### src/rtl/adsb_pkg.sv
// Shared constants and state encoding for the Mode S CRC-24 frame checker.
package adsb_pkg;

    localparam logic [23:0] CRC24_POLY  = 24'hFFF409;
    localparam logic [6:0]  LEN_SHORT   = 7'd56;
    localparam logic [6:0]  LEN_LONG    = 7'd112;
    localparam logic [4:0]  DF_LONG_MIN = 5'd16;
    localparam logic [6:0]  HDR_BITS    = 7'd5;
    localparam logic [6:0]  COUNT_MAX   = 7'd127;

    typedef enum logic [1:0] {
        ST_IDLE   = 2'd0,
        ST_HDR    = 2'd1,
        ST_BODY   = 2'd2,
        ST_REPORT = 2'd3
    } state_t;

    function automatic logic [6:0] frame_len(input logic [4:0] df_val);
        return (df_val >= DF_LONG_MIN) ? LEN_LONG : LEN_SHORT;
    endfunction

    function automatic logic [6:0] sat_inc7(input logic [6:0] v);
        return (v == COUNT_MAX) ? v : v + 7'd1;
    endfunction

endpackage

### src/rtl/adsb_crc24_step.sv
// Single-bit Mode S CRC-24 remainder update (x^24 implied in POLY).
module crc24_step
    import adsb_pkg::*;
#(
    parameter logic [23:0] POLY = CRC24_POLY
) (
    input  logic [23:0] rem,
    input  logic        data,
    output logic [23:0] rem_next
);

    always_comb begin
        rem_next = {rem[22:0], data} ^ (rem[23] ? POLY : '0);
    end

endmodule

### src/rtl/adsb_crc24.sv
// Mode S frame checker: tracks DF/length, accumulates CRC-24 remainder per sliced bit
// and reports syndrome, length error and low-confidence count once per frame.
module adsb_crc24
    import adsb_pkg::*;
#(
    parameter logic [23:0] POLY = CRC24_POLY
) (
    input  logic        clock,
    input  logic        reset,
    input  logic        ena,
    input  logic        data_start,
    input  logic        ena_out,
    input  logic        data,
    input  logic        conf,
    input  logic        done,
    output logic        crc_valid,
    output logic        crc_ok,
    output logic [23:0] syndrome,
    output logic [4:0]  df,
    output logic        long_frame,
    output logic [6:0]  low_conf,
    output logic        len_err
);

    state_t      state;
    state_t      state_next;
    logic [23:0] rem;
    logic [6:0]  count;
    logic        start;
    logic        take;
    logic        fire;
    logic [6:0]  exp_len;

    logic [23:0] rem_base;
    logic [23:0] rem_step;
    logic [23:0] rem_next;
    logic [6:0]  count_base;
    logic [6:0]  count_next;
    logic [4:0]  df_base;
    logic [4:0]  df_next;
    logic [6:0]  lc_base;
    logic [6:0]  lc_next;

    always_comb begin
        exp_len    = frame_len(df);
        long_frame = (df >= DF_LONG_MIN);
    end

    always_ff @(posedge clock) begin
        if (reset) begin
            state <= ST_IDLE;
        end else if (ena) begin
            state <= state_next;
        end
    end

    // A data_start always wins; a coincident bit becomes bit 0 of the new frame.
    always_comb begin
        state_next = state;
        start      = 1'b0;
        take       = 1'b0;
        fire       = 1'b0;
        if (ena) begin
            unique case (state)
                ST_IDLE: begin
                    if (data_start) begin
                        start      = 1'b1;
                        take       = ena_out;
                        state_next = ST_HDR;
                    end
                end
                ST_HDR, ST_BODY: begin
                    if (data_start) begin
                        start      = 1'b1;
                        take       = ena_out;
                        state_next = ST_HDR;
                    end else begin
                        take = ena_out;
                        if (done) begin
                            state_next = ST_REPORT;
                        end else if (ena_out && (state == ST_HDR)
                                     && (sat_inc7(count) == HDR_BITS)) begin
                            state_next = ST_BODY;
                        end else if (ena_out && (state == ST_BODY)
                                     && (sat_inc7(count) == exp_len)) begin
                            state_next = ST_REPORT;
                        end
                    end
                end
                ST_REPORT: begin
                    fire       = 1'b1;
                    state_next = ST_IDLE;
                end
                default: state_next = ST_IDLE;
            endcase
        end
    end

    crc24_step #(.POLY(POLY)) u_step (
        .rem      (rem_base),
        .data     (data),
        .rem_next (rem_step)
    );

    always_comb begin
        rem_base   = start ? '0 : rem;
        count_base = start ? '0 : count;
        df_base    = start ? '0 : df;
        lc_base    = start ? '0 : low_conf;
        rem_next   = take ? rem_step : rem_base;
        count_next = take ? sat_inc7(count_base) : count_base;
        df_next    = (take && (start || (state == ST_HDR))) ? {df_base[3:0], data} : df_base;
        lc_next    = (take && !conf) ? sat_inc7(lc_base) : lc_base;
    end

    always_ff @(posedge clock) begin
        if (reset) begin
            rem       <= '0;
            count     <= '0;
            df        <= '0;
            low_conf  <= '0;
            crc_valid <= 1'b0;
            crc_ok    <= 1'b0;
            syndrome  <= '0;
            len_err   <= 1'b0;
        end else if (ena) begin
            rem       <= rem_next;
            count     <= count_next;
            df        <= df_next;
            low_conf  <= lc_next;
            crc_valid <= fire;
            if (fire) begin
                syndrome <= rem;
                len_err  <= (count != exp_len);
                crc_ok   <= (rem == '0) && (count == exp_len);
            end
        end
    end

endmodule

### config.mk
export PLATFORM = sky130hd
export DESIGN_NAME = adsb_crc24
export DESIGN_NICKNAME = d
export VERILOG_FILES = /design/src/rtl/adsb_pkg.sv /design/src/rtl/adsb_crc24_step.sv /design/src/rtl/adsb_crc24.sv
export SDC_FILE = /design/constraint.sdc
export NUM_CORES = 1
export LEC_CHECK = 0
export CAP_MARGIN = 5
export CELL_PAD_IN_SITES_DETAIL_PLACEMENT = 0
export CELL_PAD_IN_SITES_GLOBAL_PLACEMENT = 2
export CORE_MARGIN = 1.5
export CORE_UTILIZATION = 30
export CTS_BUF_LIST = sky130_fd_sc_hd__clkbuf_2
export CTS_CLUSTER_DIAMETER = 100
export CTS_CLUSTER_SIZE = 16
export DETAILED_ROUTE_END_ITERATION = 6
export PLACE_DENSITY = 0.9
export SKIP_CTS_REPAIR_TIMING = 1
export SYNTH_ARGS = -nofsm -noshare
export SYNTH_HDL_FRONTEND = slang
export SYNTH_SLANG_ARGS = --single-unit
### constraint.sdc
create_clock -name clock -period 2.25 [get_ports clock]
set_input_delay 0.5625 -clock clock [delete_from_list [all_inputs] [get_ports clock]]
set_output_delay 0.5625 -clock clock [all_outputs]
set_load 0.01 [all_outputs]
Word-level counts from Yosys, hierarchy flattened
Index checks and enable logic that the tools add are counted.
{"block": "totals", "wordCells": 71, "output_inout_bits": 40, "ff_bits": 72}
{"block": "classes", "n_lt_le_gt_ge": 1, "reduce_logical": 17, "bitwise": 1, "n_mux": 27, "n_eq_ne": 12, "add_sub_neg": 3}
{"cell": "24-bit 2-to-1 mux", "count": 3}
{"cell": "7-bit 2-to-1 mux", "count": 8}
{"cell": "24-bit logical NOT", "count": 1}
{"cell": "24-bit bitwise XOR", "count": 1}
{"cell": "7-bit by 1-bit adder with 7-bit output (second input constant)", "count": 3}
{"cell": "7-bit == test (second input constant)", "count": 3}
{"cell": "7-bit == test", "count": 2}
{"cell": "2-bit 2-to-1 mux", "count": 5}
{"cell": "5-bit 2-to-1 mux", "count": 2}
{"cell": "7-bit by 3-bit == test with 1-bit output (second input constant)", "count": 1}
{"cell": "1-bit logical AND", "count": 7}
{"cell": "1-bit 2-to-1 mux", "count": 7}
{"cell": "7-bit inequality test", "count": 1}
{"cell": "2-bit case mux with 3 select lines", "count": 1}
{"cell": "5-bit greater-or-equal comparator (second input constant)", "count": 1}
{"cell": "5-bit inequality test (second input constant)", "count": 1}
{"cell": "2-bit == test (second input constant)", "count": 2}
{"cell": "2-bit AND reduction", "count": 2}
{"cell": "3-bit AND reduction", "count": 1}
{"cell": "3-bit OR reduction", "count": 1}
{"cell": "2-bit by 1-bit == test with 1-bit output (second input constant)", "count": 1}
{"cell": "2-bit logical NOT", "count": 1}
{"cell": "2-bit inequality test (second input constant)", "count": 1}
{"cell": "1-bit case mux with 2 select lines", "count": 1}
{"cell": "other kinds (4)", "count": 4}

Longest topological paths before layout
Gate-level depths: netlist of the first run.
{"block": "logic_depth", "depth_word": 9, "depth_mapped": 11, "depth_no_buf": 10}

By module
A second synthesis of the first run with hierarchy kept.
{"block": "hier_totals", "cells_unflattened": 453, "area_unflattened_um2": 3550.9}
{"module": "adsb_crc24", "instances": 1, "seq_area_each_um2": 1441.4, "cells_per_inst": 427, "area_per_inst_um2": 3320.7}
{"module": "crc24_step", "instances": 1, "seq_area_each_um2": 0.0, "cells_per_inst": 26, "area_per_inst_um2": 230.2}

Worst setup path after synthesis of the first run
Ideal clock, no wire load.
{"block": "synth_timing", "kind": "register to register", "startpoint": "register state[0]", "endpoint": "register low_conf[3]", "period_less_slack_ns": 2.486, "stages_incl_launch_ff": 11, "arrival_time_ns": 2.358, "setup_time_ns": 0.128, "n_path_buf": 1, "slack_ns": -0.236, "required_time_ns": 2.122, "cell_sequence": "dfxtp_1 > ha_1 > nand3b_2 > clkbuf_1 > and2_1 > ha_1 > and4_4 > a311oi_4 > nand4_1 > xor2_1 > nor2_1"}
{"block": "synth_between", "elab_chain_cells": 8, "elab_cells_between_ends": 15, "classes_between": "add/sub: 1; eq/ne: 3; mux: 7; reduce/logical: 4"}
{"element": "from (decl)", "line_no": "adsb_crc24.sv:25", "source": "state_t state;"}
{"element": "from (signal assigned)", "line_no": "adsb_crc24.sv:53", "source": "state <= state_next;"}
{"element": "2-bit by 1-bit == test with 1-bit output (tied with other cells)", "line_no": "adsb_crc24.sv:64", "source": "unique case (state)"}
{"element": "3-bit OR reduction (no source line)"}
{"element": "1-bit 2-to-1 mux"}
{"element": "1-bit 2-to-1 mux", "line_no": "adsb_crc24.sv:63", "source": "if (ena) begin"}
{"element": "7-bit 2-to-1 mux", "line_no": "adsb_crc24.sv:109", "source": "lc_base = start ? '0 : low_conf;"}
{"element": "7-bit by 1-bit adder with 7-bit output or 7-bit == test (tied branches)", "line_no": "adsb_pkg.sv:23", "source": "return (v == COUNT_MAX) ? v : v + 7'd1;"}
{"element": "7-bit 2-to-1 mux", "line_no": "adsb_pkg.sv:23"}
{"element": "7-bit 2-to-1 mux (*)", "line_no": "adsb_crc24.sv:113", "source": "lc_next = (take && !conf) ? sat_inc7(lc_base) : lc_base;"}
{"element": "to (signal assigned)", "line_no": "adsb_crc24.sv:130", "source": "low_conf <= lc_next;"}
{"element": "to (decl)", "line_no": "adsb_crc24.sv:21", "source": "output logic [6:0] low_conf,"}
Every way passes the cells marked *; elsewhere a longest branch is shown, timed or not.
A chain may end at the register's enable or synchronous reset.

Final worst setup path of the first run
{"block": "layout_timing", "startpoint": "register state[0]", "endpoint": "register low_conf[1]"}
The elaborated chain is that of the path after synthesis.

==> impl_metrics.ini, run 1 <==
[timing]
rsz0062_at_grt = true
worst_pin_slew_ps = 541
setup_tns_ps = 0
layout_setup_ws_ps = 89.0
post-route-min-period_ps = 2160
skew_ps = 33.7
fmax_ghz = 0.463
drv_slew = 0
setup_violations = 0
timing.hold.ws_ps = 467
relSlewSlack_pct = 63.4
fin_crit_sh_pct = 96.0
hold_viol_final = 0

[power_and_ir_drop]
ir_worst_vdd_v = 0.000295
seqPwrFrac_pct = 49.3
p_int_mw = 2.02
p_leak_nw = 1.47
p_sw_uw = 653
p_comb_share_pct = 9.6
finalPower_mw = 2.68
p_clk_share_pct = 41.1
p_per_area_nw_per_um2 = 613
sw_frac_of_total_pct = 24.4

[logic_synthesis]
syn_area_um2 = 3270
synth_edf_count = 0
synth_top_area_cell = dfxtp_1
syn-instance-count = 397
async_flop_share_pct = 0
yosysWarnings = 0
yosys-top-cells-count = nand2_1, dfxtp_1, a21oi_1
synth.most_common_cell = nand2_1
synth_area_leaders = dfxtp_1, nand2_1, a21oi_1
synth.avg_cell_area_um2 = 8.24
synth-main-ff-cell = dfxtp_1
synth.net_count = 413
synth-seq-area-share_pct = 44.1
ys_types = 48
synth_top_area_share_pct = 44.1
ys_ff_latch = 72

[global_routing]
grt_usage_pct = 14.6
grt-ovfl-total = 0
grt_pass1_wl_um = 13200
grt_start_max_net_pins = 37
grt_pass1_vias = 2791
antenna_found_initial = 0

[clock_network]
clock_sinks = 72
cts_made_buffers = 9
root_buffer = clkbuf_2
htreeDepth = 3
clockBufferDepth = 2
path_clk_slew_ps = 220
clk_latency_ps = 530
cts_tree = done

[min_path]
hold_path.class = flop to flop
worstHoldPathCells = 2
hp-start = syndrome[21]
hold_end = syndrome[21]

[route]
wl_per_cell_um = 13.4
routed_via_density = 4.83
route.detailed.drc = 0
finalWirelength_um = 8140
vias = 2920
ant_nets = 0
first_iter_violations = 128
drt_first_pass_iters = 4

[floorplanning]
dieArea_um2 = 11500
dieHeight_um = 107
core_um2 = 10500
start_util_pct = 31.2
die_width_um = 107
num_rows = 37
pin_count = 48

[critical_path]
rrSetupSlack_ps = 90
r2r-start = state[0]
path_class = flop to flop
path_cells = ha_4 > nand3b_4 > and2_4 > ha_4 > and4_4 > a311oi_4 > buf_4 > nor2b_1 > a31oi_1 > nor2_1
critPathArrivalTime_ps = 2600
slowest_delay_ps = 410
start_kind = flop
required_ps = 2690
crit_slowest_cell = dfxtp_4
critical_path_buf_inv_count = 1
rr_worst_depth = 10
critPathMaxFanout = 7
crit_path_frequent_cell = ha_4
crit_family = simple AND/OR/NAND/NOR gates
cp-startpoint = state[0]
r2r-end = low_conf[1]
end_kind = flop

[final_layout]
multi_input_area_um2 = 1740
register_area_um2 = 1450
areaGrowthSynthToFinish_pct = 33.6
diodes = 0
fillers = 1117
utilization_pct = 41.7
final_nets = 480
layout-drive-gt1-share_pct = 14.9

[placed_design]
port_buffers = 47
place_ws_ps = -473
dp_hpwl_um = 5520
place_congestion = 0.803

[run]
cap_violations = 0

[run_status]
status = complete, no violations
==> registers in the layout, indices dropped and copies added (netlist names) <==
signal / count
rem: 24
syndrome: 24
count: 7
low_conf: 7
df: 5
state: 2
crc_ok: 1
crc_valid: 1
len_err: 1
==> kinds of logic after synthesis <==
family / after synthesis / synth area share (%)
XOR/XNOR: 27 / 7.23
AO/OA/AOI/OAI: 79 / 15.8
adder cells (fa/ha/maj): 8 / 3.06
buffers and inverters: 36 / 4.63
flip-flops: 72 / 44.1
AND/OR/NAND/NOR: 174 / 24.9
multiplexers: 1 / 0.306
==> worst max-delay path by stage <==
stage / depth (start not counted) / to
floorplan: 10 / low_conf[3]
finish: 10 / low_conf[1]
global placement: 9 / low_conf[3]
CTS: 9 / low_conf[3]
detailed placement: 9 / low_conf[3]
global route: 7 / state[0]
==> placed cells by master, fill, tap and decap left out, types with 7 or more instances in the layout <==
cell,count
buf_4,35
a211oi_1,14
a21oi_1,45
inv_1,7
nor2_1,38
nand2_1,84
dfxtp_1,70
clkbuf_2,10
nor4_1,7
xnor2_1,19
xor2_1,8
clkdlybuf4s50_1,47
nand3_1,11
==> layer usage <==
metal / vias up / routed length [um] / global-route usage (%) / share of wire [%]
met3: 6 / 358 / 3.09 / 4.4
met5: - / 0 / 0 / 0
met4: 0 / 50 / 6.02 / 0.61
met1: 1358 / 3930 / 19.6 / 48
li1: 1492 / - / - / -
met2: 64 / 3800 / 22.5 / 47
==> layout make-up <==
class / instances / share of cell area [%]
inverter: 7 / 0.602
timing repair buffer: 85 / 18.2
clock buffer: 10 / 1.15
sequential: 72 / 33.2
tap: 136 / 3.90
clock inverter: 6 / 3.15
multi-input combinational: 289 / 39.9
==> power groups by stage <==
stage	clock [mW]	sequential [mW]	combinational, mW
2_1_floorplan	0	1.34	0.135
3_3_place_gp	0	1.35	0.233
3_5_place_dp	0	1.35	0.238
4_1_cts	1.12	1.32	0.240
5_1_grt	1.19	1.33	0.281
6_report	1.10	1.32	0.256
==> worst register-to-register path, cell delays in order (launching register included) <==
cell and delay [ps]:
dfxtp_4 410, ha_4 160, nand3b_4 200, and2_4 180, ha_4 150, and4_4 170
a311oi_4 410, buf_4 190, nor2b_1 40, a31oi_1 130, nor2_1 60
==> stage by stage <==
stage	std cells	instance area, um2
2_1_floorplan	397	3300
3_5_place_dp	582	4090
6_report	605	4370
5_1_grt	605	4370
4_1_cts	598	4270
3_3_place_gp	582	4090
Power figures use the tool's default switching activity.
==> run 2, diff against run 1 <==
--- a/config.mk
+++ b/config.mk
@@ -5,7 +5,7 @@
 export SDC_FILE = /design/constraint.sdc
 export NUM_CORES = 1
 export LEC_CHECK = 0
-export CAP_MARGIN = 5
+export CAP_MARGIN = 20
 export CELL_PAD_IN_SITES_DETAIL_PLACEMENT = 0
 export CELL_PAD_IN_SITES_GLOBAL_PLACEMENT = 2
 export CORE_MARGIN = 1.5
@@ -14,6 +14,7 @@
 export CTS_CLUSTER_DIAMETER = 100
 export CTS_CLUSTER_SIZE = 16
 export DETAILED_ROUTE_END_ITERATION = 6
+export HOLD_SLACK_MARGIN = 0.1
 export PLACE_DENSITY = 0.9
 export SKIP_CTS_REPAIR_TIMING = 1
 export SYNTH_ARGS = -nofsm -noshare
==> results of run 2 <==
No change in the layout: final DEF, timing and power equal those of run 1.
